==> src/rtl/nn_sequencer.sv <==
// -----------------------------------------------------------------------------
// nn_sequencer
//
// Frame-level controller for the speech-recognition network. It accepts one
// feature frame, walks the layer chain one layer at a time with a one-hot
// enable, and captures the 2-bit decision of the final classification layer.
// A consecutive-match filter then confirms the decision before `detect` is
// raised.
//
// Ports:
//   clk, rst_n     clock, asynchronous active-low reset
//   frame_valid    in   new feature frame present at the layer-0 input
//   frame_ready    out  block is idle and will accept a frame
//   layer_en       out  one-hot layer enable (bit k -> layer k)
//   class_in       in   decision from the classification layer
//   busy           out  a frame is in flight
//   result_valid   out  one-cycle pulse, result_class is new
//   result_class   out  decision captured for the last frame
//   detect         out  confirmed keyword is held
//   detect_class   out  class of the confirmed keyword (00 when no detect)
//   overrun        out  one-cycle pulse, a frame was dropped
//   clear          in   synchronous clear of the confirmation state
//   dbg_state      out  current FSM state (IDLE=0, RUN=1, DONE=2)
//   dbg_streak     out  current confirmation streak
//
// Handshake: a frame is taken on a clock edge where frame_valid and
// frame_ready are both high. There is no back-pressure on the source: a
// frame_valid seen while frame_ready is low is dropped and reported by a
// one-cycle overrun pulse in the following cycle.
// -----------------------------------------------------------------------------
module nn_sequencer #(
  parameter int NUM_LAYERS   = 5,
  parameter int STAGE_CYCLES = 2,
  parameter int CONFIRM_CNT  = 3
) (
  input  logic                                 clk,
  input  logic                                 rst_n,
  input  logic                                 frame_valid,
  output logic                                 frame_ready,
  output logic [NUM_LAYERS-1:0]                layer_en,
  input  logic [1:0]                           class_in,
  output logic                                 busy,
  output logic                                 result_valid,
  output logic [1:0]                           result_class,
  output logic                                 detect,
  output logic [1:0]                           detect_class,
  output logic                                 overrun,
  input  logic                                 clear,
  output logic [1:0]                           dbg_state,
  output logic [$clog2(CONFIRM_CNT+1)-1:0]     dbg_streak
);

  localparam int LW  = (NUM_LAYERS   > 1) ? $clog2(NUM_LAYERS)   : 1;
  localparam int SCW = (STAGE_CYCLES > 1) ? $clog2(STAGE_CYCLES) : 1;
  localparam int STW = $clog2(CONFIRM_CNT + 1);

  localparam logic [LW-1:0]  LAYER_LAST  = LW'(NUM_LAYERS - 1);
  localparam logic [SCW-1:0] STAGE_LAST  = SCW'(STAGE_CYCLES - 1);
  localparam logic [STW-1:0] CONFIRM_MAX = STW'(CONFIRM_CNT);

  typedef enum logic [1:0] {
    IDLE = 2'd0,
    RUN  = 2'd1,
    DONE = 2'd2
  } state_t;

  state_t         state;
  logic [LW-1:0]  layer_idx;
  logic [SCW-1:0] stage_cnt;
  logic [1:0]     last_class;
  logic [STW-1:0] streak;

  // Next filter state, used only on the RUN -> DONE edge.
  logic [1:0]     cls_eff;
  logic [1:0]     last_nx;
  logic [STW-1:0] streak_nx;
  logic           detect_nx;

  always_comb begin
    // 11 is not a legal class code; it breaks a streak like "none".
    cls_eff   = (class_in == 2'b11) ? 2'b00 : class_in;
    last_nx   = last_class;
    streak_nx = streak;
    if (cls_eff == 2'b00) begin
      streak_nx = '0;
    end else if (cls_eff == last_class) begin
      if (streak != CONFIRM_MAX) begin
        streak_nx = streak + 1'b1;
      end
    end else begin
      last_nx   = cls_eff;
      streak_nx = STW'(1);
    end
    detect_nx = (streak_nx == CONFIRM_MAX);
  end

  always_ff @(posedge clk or negedge rst_n) begin
    if (!rst_n) begin
      state        <= IDLE;
      layer_idx    <= '0;
      stage_cnt    <= '0;
      result_class <= 2'b00;
      last_class   <= 2'b00;
      streak       <= '0;
      detect       <= 1'b0;
      detect_class <= 2'b00;
      overrun      <= 1'b0;
    end else begin
      overrun <= frame_valid && (state != IDLE);

      case (state)
        IDLE: begin
          if (frame_valid) begin
            state     <= RUN;
            layer_idx <= '0;
            stage_cnt <= '0;
          end
        end

        RUN: begin
          if (stage_cnt == STAGE_LAST) begin
            stage_cnt <= '0;
            if (layer_idx == LAYER_LAST) begin
              state        <= DONE;
              result_class <= class_in;
              if (!clear) begin
                last_class   <= last_nx;
                streak       <= streak_nx;
                detect       <= detect_nx;
                detect_class <= detect_nx ? last_nx : 2'b00;
              end
            end else begin
              layer_idx <= layer_idx + 1'b1;
            end
          end else begin
            stage_cnt <= stage_cnt + 1'b1;
          end
        end

        DONE: begin
          state <= IDLE;
        end

        default: begin
          state <= IDLE;
        end
      endcase

      // Clear has priority over a filter update on the same edge.
      if (clear) begin
        last_class   <= 2'b00;
        streak       <= '0;
        detect       <= 1'b0;
        detect_class <= 2'b00;
      end
    end
  end

  assign frame_ready  = (state == IDLE);
  assign busy         = (state == RUN) || (state == DONE);
  assign result_valid = (state == DONE);
  assign layer_en     = (state == RUN) ? (NUM_LAYERS'(1) << layer_idx) : '0;
  assign dbg_state    = state;
  assign dbg_streak   = streak;

endmodule

==> config.mk <==
export PLATFORM = sky130hd
export DESIGN_NAME = nn_sequencer
export DESIGN_NICKNAME = d
export VERILOG_FILES = /design/src/rtl/nn_sequencer.sv
export SDC_FILE = /design/constraint.sdc
export NUM_CORES = 1
export LEC_CHECK = 0
export BUFFER_PORTS_ARGS = -buffer_cell sky130_fd_sc_hd__buf_2
export CORE_UTILIZATION = 51
export DETAILED_ROUTE_END_ITERATION = 12
export PLACE_DENSITY_LB_ADDON = 0.15
export SYNTH_ARGS = -nofsm -noshare
export SYNTH_HDL_FRONTEND = slang
export SYNTH_SLANG_ARGS = --single-unit
==> constraint.sdc <==
create_clock -name clk -period 1.7 [get_ports clk]
set_input_delay 0.34 -clock clk [delete_from_list [all_inputs] [get_ports clk]]
set_output_delay 0.34 -clock clk [all_outputs]
set_load 0.05 [all_outputs]
==> results by group, run 1 <==
GRT
  • Initial antenna violation count: 0
  • All-layer global routing usage: 0.256
  • Vias in the first global route: 885
  • Grt ovf: 0
  • First-pass GRT wire length: around 3.8 mm
  • Pin count of the biggest net entering global routing: 17

Routing
  • DRC viols: 0
  • DRT antenna net count: 0
  • WL met1: approximately 940 um
  • Highest metal used: met4
  • DR vias: between 900 and 1000
  • Detailed Route WL: 2.31 mm
  • Post-DR wirelength/cell: between 10 and 15 um
  • Met2 WL: between 1 and 1.5 mm
  • Routed wl met3: between 100 and 150 um
  • Number of DRC markers in iteration 0: 33
  • First drt pass iteration count: 4
  • Vias/cell: approximately 5.4

Floorplan
  • Die H: about 45 um
  • Core box area: 0.00175 mm^2
  • IO Pins: 24
  • Placement Rows: 15
  • Die Footprint: 0.00205 mm^2
  • Die width: roughly 45 um
  • Initial Util: 0.548

Synth
  • Synth top cells by count: 16 x dfrtp_1, 13 x nand2_1, 11 x ha_1
  • Post-Syn Instances: around 110
  • Post-Syn Area per Cell: 9.10 um^2
  • Yosys top cell area share: 0.419
  • Commonest register cell after synthesis: dfrtp_1
  • Syn. warnings: 0
  • Mapped Nets: 122
  • Post-synthesis sequential area ratio: 0.419
  • Ys async rst share: 1.00
  • Synth Register Bits: 16
  • Post-synth top area cell: dfrtp_1
  • Post-Syn Area: 956 um^2
  • Ranking of synthesized cells by area: dfrtp_1 42%, ha_1 14%, a21oi_1 5.2%
  • Top-count cell post-synth: dfrtp_1
  • Post-synth EDFFs: 0
  • Post-synthesis cell type count: 26

Clocking
  • CTS Sinks: 16
  • Clock latency on the worst-skew pair: between 0.2 and 0.3 ns
  • Root Driver: clkbuf_4
  • Reg clk slew, reported paths: approximately 0.10 ns
  • H-tree Lvls: 1
  • TritonCTS buffer count: 3
  • CTS Buffer Depth: 2
  • CTS tree: done

STA
  • Final hold violations: 0
  • Post-layout min period: about 1.7 ns
  • Tightest Pin Transition: approximately 0.37 ns
  • Clock Skews: about 0.0043 ns
  • Period utilization: 1.02
  • Total Neg Setup Slack: -0.0925 ns
  • Max Fclk: roughly 0.58 GHz
  • Final worst slack: -0.0262 ns
  • Final setup viols: 5
  • Final Slew Violations: 0
  • Slew headroom: 0.750
  • RSZ-0062 raised after global routing: yes

Final layout
  • # diodes: 0
  • Nets: between 150 and 200
  • Area Growth Syn to Fin: 44.5%
  • Final core occ: 0.791
  • Share of cells above drive strength 1: 0.428

Power and ir drop
  • Cell area power density: 1720 mW/mm^2
  • Leakage power: between 0.6 and 0.7 nW
  • Total power: 0.00237 W
  • Worst vdd ir: approximately 1.3 mV

Worst setup path
  • Worst R2R Path Depth: 6
  • CP endpoint kind: output port
  • Required time worst endpoint: about 1.4 ns
  • WP data arrival: around 1.4 ns
  • Setup Crit Path Kind: register to output port
  • Worst setup SP type: register
  • CP max FO: 5

Status
  • Failing checks: setup timing
  • Status: complete, but fails checks

Worst hold path
  • Hold path depth: 2
  • Min-delay worst type: input pin to register

Placement
  • I/O Buffers: 23
  • DP Wirelength: 1.48 mm
  • Final Wtd Congestion: 0.831

Job
  • Max-cap violations: 0
[per-layer routing]
layer / GRT usage / vias up
met5: 0 / -
met4: 0.0606 / 0
met3: 0.0360 / 2
met2: 0.467 / 37
met1: 0.315 / 431
li1: - / 440
[final cells by class]
cell class                 instances  area [um^2]
inverter                           7         28.8
timing repair buffer              38          295
tap                               25         31.3
clock buffer                       4         36.3
fill                             110          364
multi-input combinational         80          584
sequential                        16          405
[metrics by stage]
stage | cells | worst slack [ns] | hold WS [ns] | instance area (um^2)
after floorplan | 105 | -0.0616 | 0.0444 | 971
after global placement | 154 | 0.0573 | 0.271 | 1130
after detailed placement | 154 | 0.00717 | 0.277 | 1130
after CTS | 167 | -0.0322 | 0.285 | 1340
after global routing | 170 | -0.0977 | 0.302 | 1380
final | 170 | -0.0262 | 0.287 | 1380
[where the power goes]
part	switching (W)	total (W)	internal, W
Clock	0.000127	0.000257	0.000130
Combinational	0.000885	0.00153	0.000649
Sequential	0.000107	0.000581	0.000473
[registers in the layout, summed over array words and instances (netlist names)]
register,count
dbg_state,2
dbg_streak,2
detect,1
detect_class,2
last_class,2
layer_idx,3
overrun,1
result_class,2
stage_cnt,1
[kinds of logic after synthesis]
logic type               count (synthesis)  synth area share
AO/OA/AOI/OAI                           31             0.187
XOR/XNOR                                 2            0.0183
adder cells (fa/ha/maj)                 11             0.144
buffers and inverters                    9            0.0380
flip-flops                              16             0.419
AND/OR/NAND/NOR                         36             0.194
[what timing repair did]
item,CTS,global route
endpoints found under the setup margin,5,6
buffers inserted,8,3
hold endpoints to repair,16,0
hold buffers,1,0
pin swaps,3,1
gates resized for setup,32,5
[final timing paths]
kind / startpoint / to / slack (ns)
worst max-delay path: layer_idx[0] / layer_en[1] / -0.03
worst min-delay path: clear / dbg_streak[0] / 0.29
worst max register to register: dbg_state[0] / dbg_state[0] / 0.10
worst min register to register: result_class[0] / result_class[0] / 0.50
max in group asynchronous: rst_n / dbg_state[0] / 0.92
min in group asynchronous: rst_n / dbg_streak[1] / 0.49
[cell usage in the layout (no fill, tap or decap), types with 2 or more instances in the layout]
cell,instances
buf_2,15
buf_4,15
nand2_1,13
dfrtp_1,12
a21oi_1,10
o21ai_0,8
o21ai_1,6
ha_1,6
buf_8,6
and2_4,5
inv_1,4
nand3_1,4
clkbuf_4,4
dfrtp_2,4
nand2b_1,3
nor2_1,3
ha_4,3
inv_2,2
nor2b_1,2
xnor2_1,2
ha_2,2
[critical path, stage by stage, from the launching register on]
cell	delay [ns]
dfrtp_2	0.46
buf_4	0.15
ha_1	0.19
and2_4	0.16
buf_8	0.14
(Power assumes the default switching activity.)
==> run 2: changes to the inputs <==
- CORE_UTILIZATION: 51 -> 40
- CTS_CLUSTER_DIAMETER: unset -> 50
- RECOVER_POWER: unset -> 50
==> run 2 against run 1 <==
  * Cell count down 1.2%
  * Clock-buffer cell count unchanged
  * Register-to-register slack better by 0.12 ns
  * The run still ends with setup timing left
  * Flip-flop and latch count unchanged
  * Critical path depth up 1
  * Cell area down 2.3%
  * Combinational power down 7%
  * Non-clock buffer count down 5
  * Critical path type unchanged
  * Clock power down 19%
  * Routed wire length down 7.3%
  * Sequential power up 1%
==> results by group, run 2 (synthesis gave the netlist of run 1 again) <==
STA
  • Slew headroom: 0.434 (-0.316)
  • RSZ-0062 raised after global routing: yes
  • Final setup viols: 4 (-1)
  • Max Fclk: 0.578 GHz (-0.31%)
  • Clock Skews: 0.00677 ns (+0.00246 ns)
  • Min Hold Slack: 0.291 ns (+0.00405 ns)
  • Period utilization: 1.02 (+0.00311)
  • Final worst slack: -0.0314 ns (-0.00529 ns)
  • Final Slew Violations: 0 (unchanged)
  • Tightest Pin Transition: 0.848 ns (+0.475 ns)
  • Post-layout min period: 1.73 ns (+0.00529 ns)
  • Final hold violations: 0 (unchanged)

Worst setup path
  • Required time worst endpoint: 1.36 ns (about the same)
  • Worst R2R Path Depth: 7 (+1)
  • Internal reg-to-reg setup slack: 0.22 ns (+0.12 ns)
  • WP data arrival: 1.39 ns (about the same)
  • Worst setup SP type: register
  • Worst r2r src: dbg_state[0]
  • Setup crit end: layer_en[0]
  • CP max FO: 4 (-1)
  • Setup Crit Path Kind: register to output port
  • CP endpoint kind: output port
  • CP Launch Point: dbg_state[1]
  • Reg2reg end: layer_idx[1]

GRT
  • Initial antenna violation count: 0 (unchanged)
  • Pin count of the biggest net entering global routing: 17 (unchanged)
  • Grt ovf: 0 (unchanged)
  • Vias in the first global route: 727 (-18%)
  • All-layer global routing usage: 0.175 (-0.0803)
  • First-pass GRT wire length: 3.35 mm (-11%)

Final layout
  • Nets: 158 (-3.1%)
  • Most common cell after layout, fill and taps aside: nand2_1
  • # diodes: 0 (unchanged)
  • Top reg by flops: layer_idx
  • Area Growth Syn to Fin: 41.2%
  • Area used by multi-input combinational logic: 607 um^2 (+3.9%)
  • Non-Filler Instances: 168 (-1.2%)
  • Flip-flop and latch area: 405 um^2 (unchanged)
  • Most frequent cells in the layout: 13 x nand2_1, 12 x dfrtp_1, 10 x a21oi_1, 10 x buf_2
  • Max reg flops: 3 (unchanged)
  • # fillers: 212 (+93%)
  • Share of cells above drive strength 1: 0.364 (-0.0633)

Routing
  • First drt pass iteration count: 4 (unchanged)
  • Post-DR wirelength/cell: 12.8 um (-6.2%)
  • WL met1: 1.01 mm (+8.0%)
  • Highest metal used: met4
  • DRC viols: 0 (unchanged)
  • Detailed Route WL: 2.14 mm (-7.3%)
  • Met2 WL: 1.04 mm (-15%)
  • DRT antenna net count: 0 (unchanged)
  • DR vias: 838 (-7.9%)
  • Routed wl met3: 77 um (-46%)
  • Number of DRC markers in iteration 0: 23 (-30%)
  • Vias/cell: 4.99 (-6.8%)

Power and ir drop
  • Leakage power: 0.612 nW (-6.8%)
  • Switch share: 0.488 (+0.0164)
  • Register share of total power: 0.266 (+0.021)
  • Clock share of power: 0.094 (-0.015)
  • Total power: 0.00222 W (-6.6%)
  • Worst vdd ir: 1.45 mV (+14%)
  • Comb power frac: 0.640 (-0.007)
  • Psw: 0.00108 W (-3.3%)
  • Cell area power density: 1640 mW/mm^2 (-4.4%)
  • Internal Power: 0.00113 W (-9.5%)

Status
  • Status: complete, but fails checks
  • Failing checks: setup timing

Floorplan
  • Die Footprint: 0.00259 mm^2 (+26%)
  • Placement Rows: 17 (+2)
  • Die width: 50.9 um (+12%)
  • Initial Util: 0.428 (-0.120)
  • IO Pins: 24 (unchanged)
  • Core box area: 0.00223 mm^2 (+28%)
  • Die H: 50.9 um (+12%)

Clocking
  • CTS tree: done
  • CTS Sinks: 16 (unchanged)
  • CTS Buffer Depth: 2 (unchanged)
  • TritonCTS buffer count: 3 (unchanged)
  • Root Driver: clkbuf_4
  • H-tree Lvls: 1 (unchanged)
  • Reg clk slew, reported paths: 0.09 ns (about the same)
  • Clock latency on the worst-skew pair: 0.29 ns (about the same)

Placement
  • I/O Buffers: 23 (unchanged)
  • Final Wtd Congestion: 0.789 (-5.1%)
  • Placed cells: 159 (+3.2%)
  • DP Wirelength: 1.48 mm (+0.27%)
  • DP Worst Slack: 0.0548 ns (+0.0477 ns)

Job
  • Max-cap violations: 0 (unchanged)

Worst hold path
  • Min-delay worst type: input pin to register
-- run 2: cell types whose count changed in the layout (fill, tap and decap cells not counted) --
cell      change
buf_2         -5
buf_4         -7
buf_6         +2
buf_8         -1
clkbuf_1      +7
clkbuf_8      -1
ha_1          -1
ha_2          -1
ha_4          +2
-- run 2: routing by layer --
metal  track usage  up-vias
met2         0.291       17
li1              -      434
met3        0.0536        2
met5             0        -
met4        0.0139        0
met1         0.234      385
-- run 2: critical path, cell delays in order, from the launching register on --
cell and delay, ns:
dfrtp_2 0.44, inv_4 0.08, ha_4 0.14, nor2b_4 0.15, and2_4 0.15, buf_8 0.14
-- run 2: power groups by stage --
stage               combinational, W  sequential [W]  clock (W)
finish                       0.00142        0.000589   0.000209
CTS                          0.00135        0.000579   0.000217
detailed placement           0.00112        0.000563          0
global route                 0.00151        0.000602   0.000233
global placement             0.00111        0.000560          0
floorplan                   0.000725        0.000701          0
-- run 2: final cells by class --
type                            count  area share
Clock buffer                        4      0.0195
Inverter                            7      0.0213
Multi-Input combinational cell     80       0.449
Sequential cell                    16       0.300
Tap cell                           28      0.0260
Timing Repair Buffer               33       0.184
-- run 2: per-stage QoR --
stage	utilization	TNS, ns	area, um^2
global route	0.604	-0.415	1350
floorplan	-	-0.135	971
detailed placement	0.514	0	1150
CTS	0.594	-0.119	1330
finish	0.604	-0.0905	1350
global placement	0.514	0	1150
-- run 2: worst min-delay path by stage --
stage | startpoint | to | slack (ns) | cells past startpoint
after global routing | clear | detect_class[1] | 0.29 | 2
after CTS | clear | last_class[1] | 0.29 | 2
after floorplan | rst_n | dbg_state[0] | 0.04 | 0
after global placement | rst_n | layer_idx[1] | 0.28 | 1
after detailed placement | rst_n | dbg_streak[0] | 0.28 | 1
final | clear | last_class[1] | 0.29 | 2
-- run 2: what timing repair did --
action	CTS	global route
setup buffers	4	0
resized for setup	32	8
setup endpoints to repair	5	7
cloned	0	0
endpoints found under the hold margin	16	0
pin swaps	4	3
hold buffers	1	0
